===== src/rtl/strontium_pkg.sv =====
// Shared defaults and the buffered-store record for the DMEM store buffer.
package strontium_pkg;

    localparam int SB_DEPTH  = 4;
    localparam int SB_ADDR_W = 32;
    localparam int SB_DATA_W = 32;

    // One pending store. Fields are sized to the package defaults; instances
    // may use narrower ADDR_W/DATA_W, and the top casts values into and out of this record.
    typedef struct packed {
        logic [SB_ADDR_W-1:0] addr;
        logic [SB_DATA_W-1:0] data;
    } sb_entry_t;

endpackage


===== src/rtl/dmem_store_buffer_if.sv =====
// Core-side and DMEM-side bus of the store buffer.
// The slave modport is the buffer; the master modport is the core/DMEM environment.
interface dmem_store_buffer_if #(
    parameter int ADDR_W = 32,
    parameter int DATA_W = 32
);
    logic              core_we;
    logic [ADDR_W-1:0] core_addr;
    logic [DATA_W-1:0] core_wdata;
    logic [ADDR_W-1:0] core_fetch_addr;
    logic [DATA_W-1:0] core_rdata;
    logic              core_stall;
    logic              mem_ready;
    logic              mem_we;
    logic [ADDR_W-1:0] mem_addr;
    logic [DATA_W-1:0] mem_wdata;
    logic [ADDR_W-1:0] mem_fetch_addr;
    logic [DATA_W-1:0] mem_rdata;
    logic              empty;

    modport slave (
        input  core_we, core_addr, core_wdata, core_fetch_addr, mem_ready, mem_rdata,
        output core_rdata, core_stall, mem_we, mem_addr, mem_wdata, mem_fetch_addr, empty
    );

    modport master (
        output core_we, core_addr, core_wdata, core_fetch_addr, mem_ready, mem_rdata,
        input  core_rdata, core_stall, mem_we, mem_addr, mem_wdata, mem_fetch_addr, empty
    );
endinterface


===== src/rtl/sb_forward_match.sv =====
// Youngest-match search over the store buffer for load forwarding.
// Slots are walked from oldest (head) to youngest, so the last hit wins.
module sb_forward_match #(
    parameter int  DEPTH = 4,
    parameter int  WA_W  = 30,
    localparam int PTR_W = $clog2(DEPTH)
) (
    input  logic [DEPTH-1:0][WA_W-1:0] entry_addr_i,
    input  logic [DEPTH-1:0]           valid_i,
    input  logic [PTR_W-1:0]           head_i,
    input  logic [WA_W-1:0]            lookup_addr_i,
    output logic                       hit_o,
    output logic [PTR_W-1:0]           idx_o
);

    logic [PTR_W-1:0] slot;

    // Age-ordered scan; a younger matching entry overrides an older one.
    always_comb begin
        hit_o = 1'b0;
        idx_o = '0;
        slot  = '0;
        for (int k = 0; k < DEPTH; k++) begin
            slot = head_i + PTR_W'(k);
            if (valid_i[slot] && (entry_addr_i[slot] == lookup_addr_i)) begin
                hit_o = 1'b1;
                idx_o = slot;
            end
        end
    end

endmodule


===== src/rtl/dmem_store_buffer.sv =====
// Store buffer between the core DMEM port and DMEM: circular FIFO of pending
// stores drained one per accepted DMEM write, with word-granular load forwarding.
module dmem_store_buffer
    import strontium_pkg::*;
#(
    parameter int DEPTH  = SB_DEPTH,
    parameter int ADDR_W = SB_ADDR_W,
    parameter int DATA_W = SB_DATA_W
) (
    input logic              clk,
    input logic              reset,
    dmem_store_buffer_if.slave bus
);

    localparam int PTR_W = $clog2(DEPTH);
    localparam int CNT_W = PTR_W + 1;
    localparam int WA_W  = ADDR_W - 2;

    logic [PTR_W-1:0] head_q, head_d;
    logic [PTR_W-1:0] tail_q, tail_d;
    logic [CNT_W-1:0] count_q, count_d;
    logic             empty_q, empty_d;

    sb_entry_t entry_q [DEPTH];

    logic                       push, pop, stall;
    logic [PTR_W-1:0]           age;
    logic [DEPTH-1:0]           valid;
    logic [DEPTH-1:0][WA_W-1:0] entry_wa;
    logic                       fwd_hit;
    logic [PTR_W-1:0]           fwd_idx;

    // A full buffer still takes a store when the head drains in the same cycle.
    assign stall = bus.core_we && (count_q == CNT_W'(DEPTH)) && !bus.mem_ready;
    assign push  = bus.core_we && !stall;
    assign pop   = !empty_q && bus.mem_ready;

    // Pointer and occupancy next-state; power-of-two depth makes wrap implicit.
    always_comb begin
        head_d  = pop  ? head_q + PTR_W'(1) : head_q;
        tail_d  = push ? tail_q + PTR_W'(1) : tail_q;
        count_d = count_q + CNT_W'(push) - CNT_W'(pop);
        empty_d = (count_d == '0);
    end

    // Control state; reset discards every pending store at once.
    always_ff @(posedge clk or negedge reset) begin
        if (!reset) begin
            head_q  <= '0;
            tail_q  <= '0;
            count_q <= '0;
            empty_q <= 1'b1;
        end else begin
            head_q  <= head_d;
            tail_q  <= tail_d;
            count_q <= count_d;
            empty_q <= empty_d;
        end
    end

    // Entry storage needs no reset: occupancy alone decides validity.
    always_ff @(posedge clk) begin
        if (push) begin
            entry_q[tail_q] <= '{addr: SB_ADDR_W'(bus.core_addr),
                                 data: SB_DATA_W'(bus.core_wdata)};
        end
    end

    // Valid mask from distance to head, plus word addresses for the match.
    always_comb begin
        age      = '0;
        valid    = '0;
        entry_wa = '0;
        for (int i = 0; i < DEPTH; i++) begin
            age         = PTR_W'(i) - head_q;
            valid[i]    = ({1'b0, age} < count_q);
            entry_wa[i] = entry_q[i].addr[ADDR_W-1:2];
        end
    end

    sb_forward_match #(
        .DEPTH (DEPTH),
        .WA_W  (WA_W)
    ) u_match (
        .entry_addr_i  (entry_wa),
        .valid_i       (valid),
        .head_i        (head_q),
        .lookup_addr_i (bus.core_fetch_addr[ADDR_W-1:2]),
        .hit_o         (fwd_hit),
        .idx_o         (fwd_idx)
    );

    assign bus.core_stall     = stall;
    assign bus.empty          = empty_q;
    assign bus.mem_we         = !empty_q;
    assign bus.mem_addr       = ADDR_W'(entry_q[head_q].addr);
    assign bus.mem_wdata      = DATA_W'(entry_q[head_q].data);
    assign bus.mem_fetch_addr = bus.core_fetch_addr;
    assign bus.core_rdata     = fwd_hit ? DATA_W'(entry_q[fwd_idx].data) : bus.mem_rdata;

endmodule

===== src/flat_wrapper.sv =====
// flat-port wrapper written by rule: the top's interface ports become plain ports
module dmem_store_buffer_flat import strontium_pkg::*;
#(
    parameter int DEPTH  = SB_DEPTH,
    parameter int ADDR_W = SB_ADDR_W,
    parameter int DATA_W = SB_DATA_W
)
  (clk, reset, bus_core_we, bus_core_addr, bus_core_wdata, bus_core_fetch_addr, bus_mem_ready, bus_mem_rdata, bus_core_rdata, bus_core_stall, bus_mem_we, bus_mem_addr, bus_mem_wdata, bus_mem_fetch_addr, bus_empty);
  dmem_store_buffer_if #(.ADDR_W(ADDR_W), .DATA_W(DATA_W)) bus_i ();
  input logic clk;
  input logic reset;
  input wire logic [$bits(bus_i.core_we)-1:0] bus_core_we;
  input wire logic [$bits(bus_i.core_addr)-1:0] bus_core_addr;
  input wire logic [$bits(bus_i.core_wdata)-1:0] bus_core_wdata;
  input wire logic [$bits(bus_i.core_fetch_addr)-1:0] bus_core_fetch_addr;
  input wire logic [$bits(bus_i.mem_ready)-1:0] bus_mem_ready;
  input wire logic [$bits(bus_i.mem_rdata)-1:0] bus_mem_rdata;
  output wire logic [$bits(bus_i.core_rdata)-1:0] bus_core_rdata;
  output wire logic [$bits(bus_i.core_stall)-1:0] bus_core_stall;
  output wire logic [$bits(bus_i.mem_we)-1:0] bus_mem_we;
  output wire logic [$bits(bus_i.mem_addr)-1:0] bus_mem_addr;
  output wire logic [$bits(bus_i.mem_wdata)-1:0] bus_mem_wdata;
  output wire logic [$bits(bus_i.mem_fetch_addr)-1:0] bus_mem_fetch_addr;
  output wire logic [$bits(bus_i.empty)-1:0] bus_empty;
  assign bus_i.core_we = bus_core_we;
  assign bus_i.core_addr = bus_core_addr;
  assign bus_i.core_wdata = bus_core_wdata;
  assign bus_i.core_fetch_addr = bus_core_fetch_addr;
  assign bus_i.mem_ready = bus_mem_ready;
  assign bus_i.mem_rdata = bus_mem_rdata;
  assign bus_core_rdata = bus_i.core_rdata;
  assign bus_core_stall = bus_i.core_stall;
  assign bus_mem_we = bus_i.mem_we;
  assign bus_mem_addr = bus_i.mem_addr;
  assign bus_mem_wdata = bus_i.mem_wdata;
  assign bus_mem_fetch_addr = bus_i.mem_fetch_addr;
  assign bus_empty = bus_i.empty;
  dmem_store_buffer #(.DEPTH(DEPTH), .ADDR_W(ADDR_W), .DATA_W(DATA_W)) u_core (.clk(clk), .reset(reset), .bus(bus_i));
endmodule

===== config.mk =====
export PLATFORM = sky130hd
export DESIGN_NAME = dmem_store_buffer_flat
export DESIGN_NICKNAME = d
export VERILOG_FILES = /design/src/rtl/strontium_pkg.sv /design/src/rtl/dmem_store_buffer_if.sv /design/src/rtl/sb_forward_match.sv /design/src/rtl/dmem_store_buffer.sv /design/src/flat_wrapper.sv
export SDC_FILE = /design/constraint.sdc
export NUM_CORES = 1
export LEC_CHECK = 0
export CORE_MARGIN = 2
export CORE_UTILIZATION = 50
export DETAILED_ROUTE_END_ITERATION = 16
export GPL_TIMING_DRIVEN = 0
export PLACE_DENSITY = 0.85
export SLEW_MARGIN = 40
export SYNTH_ARGS = -nofsm -noshare
export SYNTH_HDL_FRONTEND = slang
export SYNTH_SLANG_ARGS = --single-unit

===== constraint.sdc =====
create_clock -name clk -period 7.6 [get_ports clk]
set_input_delay 1.52 -clock clk [delete_from_list [all_inputs] [get_ports clk]]
set_output_delay 1.52 -clock clk [all_outputs]
set_load 0.02 [all_outputs]

==> results.md, run 1 <==
* Share of layout cells above drive strength 1 at 0.1716
* CP Capture Type: output port
* Reg-to-reg startpoint: u_core.head_q[0]$_DFFE_PN0P_
* Period Utilization, post-route at 0.9869
* Finished Layout Cells at 2112
* Largest net degree at the start of global routing at 35
* Global-route wire length before repair at 86350 um
* Fin crit period at between 7000 and 8000 ps
* Initial core utilization at 0.5037
* CP Launch Type: register
* Clock Skew at about 8.7 ps
* DIE HEIGHT at approximately 190 um
* CP Class: register to output port
* Drc violations at 0
* Synth cell types at just over 60
* Drt pass-1 iters at 7
* Main synth FF type: edfxtp_1
* Worst R2R Path Depth at 10
* Die Width at ~190 um
* Critical Path RT at 6080 ps
* Hold Crit Depth at 2
* Syn nets at 1498
* Max-Cap Viols at 0
* Ports at 263
* Slew HR at 0.3831
* Placer Congestion at 0.9519
* CTS Buf Count at 28
* GRT Residual Overflow at 0
* Place WS at 21.71 ps
* Peak supply drop at 0.0002060 V
* Initial antenna violation count at 3
* CTS tree: done
* Vias in the first global route at 14280
* Number of synthesized flops with an enable pin at 256
* Setup violators final at 0
* Post-Place Cells at 2057
* Core area at roughly 34000 um^2
* Crit path from: u_core.head_q[1]$_DFFE_PN0P_
* Synth Area per Inst at 12.75 um^2
* Crit Path Max Fanout at 19
* Clock sinks at 264
* Worst slew pin tran at between 900 and 1000 ps
* Cell taking the most area after synthesis: edfxtp_1
* Clock Pin Slew Worst Setup and Hold Paths at 60 ps
* FP Rows at 68
* Routed Antenna Nets at 0
* Routed WL per cell at roughly 28 um
* Final TNS setup at 0 ps
* Post-synth top area share at 0.4451
* PnR worst setup slack at 99.55 ps
* Clock tree buffer depth at 3
* Skew-Pair Late Insertion Delay at 570 ps
* YS warnings at 0
* Synth area leaders: edfxtp_1 45%, mux4_2 15%, mux2i_1 6.8%
* Leakage at 7.341 nW
* DPL Wire Length at 42220 um
* Nets at 1778
* WHS Endpoint: u_core.tail_q[1]$_DFFE_PN0P_
* Final Hold Fails at 0
* Ys async rst share at 0.03030
* Initial DRC Count at 2313
* Crit path DAT at 5980 ps
* Pwr/cell area at between 300 and 400 nW/um^2
* Flops & latches, synth at 264
* Tot GR Track Use at 0.3164
* RSZ-0062 raised after global routing: no
* Max-slew violations at 0
* Final wirelength at ~58000 um
* H-tree depth at 1
* Part of the Yosys area used for sequential elements at 0.4568
* Peak Freq at 133.3 MHz
* Vias at approximately 15000
* Gate count after technology mapping at 1355
* Die footprint at 36040 um^2
* Layout area overhead at 23.88%
* RR Endpoint: u_core.head_q[1]$_DFFE_PN0P_
* Vias per Instance at 6.933
* R2R setup slack at about 3700 ps
* Worst hold start: u_core.tail_q[1]$_DFFE_PN0P_
* Port bufs at around 240
* Mapped Area at 17270 um^2
* Clock tree root buffer cell: clkbuf_16
* Status: finished, final reports clean
* Hold Crit Class: register to register
[cells by family (layout without fill, tap and decap cells)]
group                      count (synthesis)  count (layout)  synth area share
DFF                                      264             264            0.4568
AOI/OAI and AO/OA                        231             231            0.1024
xor gates and xnor gates                 135             135           0.06846
adders and majority gates                 11              11          0.008404
buffers and inverters                    178             478           0.05165
muxes                                    241             241            0.2255
other                                      0               2                 0
and+or+nand+nor                          295             295           0.08679
[sequential cells by signal, summed over array words and instances, names as in the netlist]
signal            flops
u_core.count_q        3
u_core.bus.empty      1
u_core.entry_q      256
u_core.head_q         2
u_core.tail_q         2
[power by group]
group,internal [W],switching (W)
logic,0.00199,0.00257
registers,0.00192,0.000206
clock network,0.000733,0.000587
total,0.00465,0.00337
[routing by layer]
metal,vias up,routed length (um),track usage,share of wire
met5,-,11,0,0.00019
met4,2,2722,0.1366,0.047
met3,221,7382,0.06032,0.13
met2,1298,26310,0.4850,0.45
met1,7133,22020,0.4435,0.38
li1,5988,-,-,-
[cell usage after synthesis, drive strengths merged (34+ instances only)]
library cell / instances
edfxtp: 256
mux2i: 118
mux4: 118
xnor2: 101
nand2: 100
buf: 99
clkbuf: 67
o221ai: 63
nand3: 57
nand4: 42
a21oi: 34
xor2: 34
[final cells by class]
class	instances	area [um^2]
inverter	12	45.04
tap	455	569.3
fill	2576	12890
buffer	165	877.1
sequential	264	7889
timing repair buffer	251	2590
antenna	2	5.005
clock buffer	34	744.5
clock inverter	16	126.4
multi-input combinational	913	8548
[worst max-delay path by stage]
stage / endpoint / slack, ps / depth (start not counted)
2_1_floorplan: bus_core_rdata[17] / 1790 / 10
5_1_grt: bus_core_rdata[26] / 1 / 17
3_5_place_dp: bus_core_rdata[28] / 20 / 12
6_report: bus_core_rdata[1] / 100 / 17
4_1_cts: bus_core_rdata[26] / 90 / 17
3_3_place_gp: bus_core_rdata[28] / 130 / 12
[cell usage in the layout, fill, tap and decap left out, types with 9 or more instances in the layout]
master	count
and4_1	12
a221o_1	31
nand4_1	42
o31ai_1	23
nor2_1	20
clkdlybuf4s50_1	241
inv_1	12
xnor2_1	101
nand2_1	100
mux4_2	118
buf_4	41
clkbuf_1	63
nor3_1	23
xor2_1	34
edfxtp_1	256
nor4_1	10
ha_1	10
clkbuf_16	29
a21oi_1	33
o21ai_0	31
buf_1	14
buf_2	35
o221ai_1	63
mux2i_1	118
clkbuf_2	9
a211oi_1	9
nand3_1	57
[metrics by stage]
stage | hold WS [ps] | power (W) | utilization | cell area [um^2]
2_1_floorplan | 579.6 | 0.005005 | - | 17270
4_1_cts | 651.8 | 0.007906 | 0.6218 | 21320
3_5_place_dp | 641.6 | 0.006587 | 0.5950 | 20400
5_1_grt | 674.3 | 0.008278 | 0.6240 | 21390
6_report | 656.8 | 0.008016 | 0.6240 | 21390
3_3_place_gp | 598.7 | 0.006462 | 0.5906 | 20250
[critical path, cell delays in order, from the launching register on]
cell and delay, ps:
dfrtp_1 390, buf_6 190, buf_6 300, clkbuf_4 330, inv_1 160, ha_1 350, nor3b_1 150, a211oi_1 340
a211oi_1 140, and4_1 220, nand4_1 190, buf_2 250, clkbuf_1 420, clkbuf_1 570, nand4_1 160, a31o_2 270
o211ai_1 310, clkdlybuf4s50_1 670
[what timing repair did]
| action | in CTS | in global routing |
|---|---|---|
| buffers inserted | 3 | 1 |
| hold buffers | 0 | 0 |
| setup endpoints to repair | 32 | 32 |
| pin swaps | 1 | 1 |
| resized for setup | 8 | 16 |
(Power assumes the default switching activity.)
==> run 2: changes to the inputs <==
Settings changed: CORE_MARGIN 2 to default, CTS_CLUSTER_DIAMETER from default to 50.
==> results.md, run 2 (synthesized netlist as in run 1, its figures left out) <==
* FP Rows at 67
* Placer Congestion at between 0.9 and 1
* Drt pass-1 iters at 6
* Vias in the first global route at 14200
* Tot GR Track Use at 0.3301
* Setup violators final at 0
* Biggest regs: u_core.entry_q (256), u_core.count_q (3)
* Max-Cap Viols at 0
* Die Width at 187.9 um
* Crit Path Max Fanout at 10
* Skew-Pair Late Insertion Delay at 570 ps
* Worst R2R Path Depth at 10
* Worst slew pin tran at 846.9 ps
* Status: finished, final reports clean
* Initial antenna violation count at 3
* Final wirelength at 59030 um
* RSZ-0062 raised after global routing: no
* GRT Residual Overflow at 0
* Most frequent cells in the layout: 256 x edfxtp_1, 241 x clkdlybuf4s50_1, 118 x mux4_2, 118 x mux2i_1, 101 x xnor2_1
* Initial DRC Count at 2623
* Final Hold Fails at 0
* Max-slew violations at 0
* Routed Antenna Nets at 0
* Drc violations at 0
* CP Class: register to output port
* Hold buffers post-CTS at 0
* Hold Crit Class: register to register
* Met3 usage at 0.06888
* Core area at between 30000 and 40000 um^2
* Clock Pin Slew Worst Setup and Hold Paths at approximately 70 ps
* Max reg flops at 256
* Pwr/cell area at 381.1 nW/um^2
* H-tree depth at 1
* Share of layout cells above drive strength 1 at 0.1765
* CP Launch Type: register
* DIE HEIGHT at 187.9 um
* Final TNS setup at 0 ps
* Crit path DAT at 6010 ps
* Global-route wire length before repair at between 80000 and 90000 um
* CTS Buf Count at 30
* Largest net degree at the start of global routing at 34
* Vias per Instance at about 6.9
* Met1 Use GR at 0.4631
* Peak supply drop at 0.0002770 V
* Met2 Use GR at 0.5037
* WHS at 649.1 ps
* CP Capture Type: output port
* Port bufs at 241
* Nets at roughly 1800
* Top reg by flops: u_core.entry_q
* Die footprint at 35290 um^2
* Leakage at 7.394 nW
* Period Utilization, post-route at 0.9906
* Clock Skew at 17.06 ps
* Peak Freq at 132.8 MHz
* Initial core utilization at 0.5112
* Clock tree root buffer cell: clkbuf_16
* Critical Path RT at 6080 ps
* Fin crit period at between 7000 and 8000 ps
* Layout area overhead at 24.49%
* Hold Crit Depth at 2
* Commonest non-fill, non-tap cell in the layout: edfxtp_1
* Slew HR at 0.4354
* Routed WL per cell at between 20 and 30 um
* Ports at 263
* Most used routing layer: met2
* Clock sinks at 264
* DPL Wire Length at 41750 um
* CTS tree: done
* Clock tree buffer depth at 3
* Vias at about 15000
run 2: critical path: stages (launching register included):
cell and delay (ps):
dfrtp_1 330, buf_4 210, buf_6 240, buf_4 300
buf_2 430, mux4_2 390, xnor2_1 330, nand4_1 220
nor4_1 340, nand4_1 240, a21boi_1 220, and3_1 220
buf_2 200, nor4_2 480, buf_2 340, o31ai_1 120
nand3_1 180, clkdlybuf4s50_1 640
run 2: layer usage:
metal	up-vias	routed length, um
li1	5999	-
met1	7129	22050
met2	1306	26790
met3	201	7683
met4	2	2490
met5	-	17
run 2: area by class of cell:
class	count	area [um^2]
Buffer	165	878.3
Multi-Input combinational cell	913	8536
Tap cell	448	560.5
Antenna cell	3	7.507
Clock inverter	16	209.0
Sequential cell	264	7889
Fill cell	2471	12280
Inverter	12	45.04
Timing Repair Buffer	250	2567
Clock buffer	40	808.3
run 2: stage by stage:
stage               setup slack (ps)  cell area [um^2]  total power [W]    util  instances
detailed placement             116.8             20400         0.006572  0.6038       2051
CTS                            96.55             21440         0.008088  0.6347       2106
global placement               155.2             20240         0.006448  0.5992       2044
floorplan                       1789             17270         0.005005       -       1355
finish                         71.24             21500         0.008193  0.6364       2111
global route                   12.32             21500         0.008459  0.6363       2109
run 2: what timing repair did:
| action | 4_1_cts | 5_1_grt |
|---|---|---|
| pin swaps | 1 | 0 |
| setup endpoints to repair | 32 | 32 |
| gates resized for setup | 9 | 17 |
| buffers inserted | 0 | 2 |
run 2: power by group:
part	internal (W)	switching, W
logic	0.00199	0.00258
registers	0.00192	0.000209
clock network	0.000885	0.000606
total	0.00480	0.00339
run 2: final timing paths:
kind	slack (ps)	endpoint	from
max in group asynchronous	6030	u_core.bus.empty$_DFF_PN1_	reset
max	70	bus_core_rdata[25]	u_core.head_q[0]$_DFFE_PN0P_
min reg2reg	650	u_core.tail_q[1]$_DFFE_PN0P_	u_core.tail_q[1]$_DFFE_PN0P_
min	650	u_core.tail_q[1]$_DFFE_PN0P_	u_core.tail_q[1]$_DFFE_PN0P_
min in group asynchronous	1240	u_core.tail_q[0]$_DFFE_PN0P_	reset
max reg2reg	3590	u_core.head_q[1]$_DFFE_PN0P_	u_core.head_q[0]$_DFFE_PN0P_
==> run 3: changes to the inputs <==
Settings changed: CORE_ASPECT_RATIO from default to 0.5, RECOVER_POWER from default to 50.
==> results.md, run 3 (synthesized netlist as in run 1, its figures left out) <==
* Final TNS setup at 0 ps
* Placer Congestion at 0.9908
* DPL Wire Length at 41130 um
* Final wirelength at 58660 um
* Vias at ~15000
* Die Width at ~260 um
* Vias in the first global route at 14570
* Crit path DAT at just over 6000 ps
* Period Utilization, post-route at 0.9967
* Largest net degree at the start of global routing at 26
* FP Rows at 47
* Ports at 263
* CP Class: register to output port
* Peak supply drop at between 0.0002 and 0.00025 V
* Top Metal Used: met4
* Combinational share of power at 0.551
* Clock tree buffer depth at 3
* Clock Pin Slew Worst Setup and Hold Paths at ~70 ps
* Peak Freq at roughly 130 MHz
* Port bufs at 241
* Switching Fraction at 0.4137
* Biggest regs: u_core.entry_q (256), u_core.count_q (3)
* Hold Crit Class: register to register
* Clock tree root buffer cell: clkbuf_16
* Initial core utilization at 0.5152
* Initial DRC Count at approximately 2400
* Worst slew pin tran at 2089 ps
* Met2 WL post-DR at 28290 um
* Met1 WL at about 20000 um
* Psw at ~0.0034 W
* H-tree depth at 1
* Fin crit period at 7575 ps
* Clock sinks at 264
* Clock share of power at 0.190
* Final Hold Fails at 0
* Post-Place Cells at between 2000 and 2500
* Core area at 33520 um^2
* Fill cells at between 2000 and 2500
* Skew-Pair Late Insertion Delay at 590 ps
* Slew HR at -0.3935
* WHS at around 630 ps
* Pint at 0.004831 W
* Pwr/cell area at 382.2 nW/um^2
* Commonest non-fill, non-tap cell in the layout: edfxtp_1
* Hold buffers post-CTS at 0
* RSZ-0062 raised after global routing: yes
* Initial antenna violation count at 1
* Crit Path Max Fanout at 10
* Leakage at 7.440 nW
* GRT Residual Overflow at 0
* Drt pass-1 iters at 6
* Die footprint at 35330 um^2
* Top reg by flops: u_core.entry_q
* Layout area overhead at 24.85%
* DIE HEIGHT at approximately 130 um
* Fin util at 0.6433
* Hold Crit Depth at 2
* Most frequent cells in the layout: 256 x edfxtp_1, 175 x clkdlybuf4s50_1, 118 x mux4_2, 118 x mux2i_1, 101 x xnor2_1
* Vias per Instance at 6.971
* Status: complete, but fails checks
* CP Capture Type: output port
* Tot GR Track Use at 0.3278
* Max-Cap Viols at 4
* Finished Layout Cells at 2103
* Setup violators final at 0
* Worst R2R Path Depth at 10
* Max-slew violations at 75
* CTS Buf Count at 29
* CTS tree: done
* Max reg flops at 256
* Clock Skew at 14.50 ps
* Drc violations at 0
* Critical Path RT at 6080 ps
* Violated checks: capacitance limit, slew limit
* Nets at roughly 1800
* Routed WL per cell at 27.89 um
* Routed length on met3 at around 7000 um
* Sequential share of power at 0.260
* Share of layout cells above drive strength 1 at 0.1746
* Global-route wire length before repair at about 90000 um
* CP Launch Type: register
* Routed Antenna Nets at 0
-- run 3: final timing paths --
kind / start / endpoint / slack, ps
worst max-delay path: u_core.head_q[1]$_DFFE_PN0P_ / bus_core_rdata[26] / 30
worst min-delay path: u_core.tail_q[0]$_DFFE_PN0P_ / u_core.tail_q[0]$_DFFE_PN0P_ / 630
worst max register to register: u_core.head_q[0]$_DFFE_PN0P_ / u_core.head_q[1]$_DFFE_PN0P_ / 3620
worst min register to register: u_core.tail_q[0]$_DFFE_PN0P_ / u_core.tail_q[0]$_DFFE_PN0P_ / 630
max in group asynchronous: reset / u_core.bus.empty$_DFF_PN1_ / 6010
min in group asynchronous: reset / u_core.count_q[2]$_DFF_PN0_ / 1280
-- run 3: cell type report --
cell class                      instances  area (um^2)  area share
Clock buffer                           33        740.7     0.03435
Tap cell                              441        551.8     0.02559
Timing Repair Buffer                  253         2603      0.1207
Buffer                                165        872.1     0.04045
Antenna cell                            1        2.502   0.0001161
Sequential cell                       264         7889      0.3659
Multi-Input combinational cell        913         8567      0.3973
Inverter                               12        45.04    0.002089
Clock inverter                         21        291.5     0.01352
-- run 3: per-layer routing --
metal	up-vias	global-route usage
li1	5995	-
met5	-	0
met4	0	0.1532
met2	1285	0.5515
met1	7099	0.4044
met3	281	0.07579
-- run 3: metrics by stage --
stage	setup slack [ps]	area [um^2]	total power, W
floorplan	1789	17270	0.005005
global placement	140.1	20230	0.006427
detailed placement	85.43	20410	0.006549
CTS	53.21	21480	0.008111
global route	-15.43	21560	0.008491
finish	25.12	21560	0.008240
-- run 3: worst max-delay path: stages, from the launching register on --
cell             delay [ps]
dfrtp_1                 400
buf_6                   200
buf_6                   180
buf_2                   380
buf_2                   440
mux4_2                  380
xnor2_1                 360
nand4_1                 210
nor4_4                  280
nand4_1                 220
buf_2                   250
o21ai_0                 200
a31oi_1                 170
nor3_4                  420
clkbuf_4                330
o31ai_1                 100
o211ai_1                260
clkdlybuf4s50_1         660
-- run 3: what timing repair did --
item,CTS,global route
pin swaps,1,1
resized for setup,8,20
buffers inserted,2,2
setup endpoints to repair,32,32
-- run 3: power by group through the flow --
stage | Sequential, W | Combinational, W | Clock [W]
after floorplan | 0.00209 | 0.00291 | 0
after global placement | 0.00216 | 0.00427 | 0
after detailed placement | 0.00214 | 0.00440 | 0
after CTS | 0.00212 | 0.00444 | 0.00155
after global routing | 0.00216 | 0.00471 | 0.00162
final | 0.00214 | 0.00454 | 0.00157
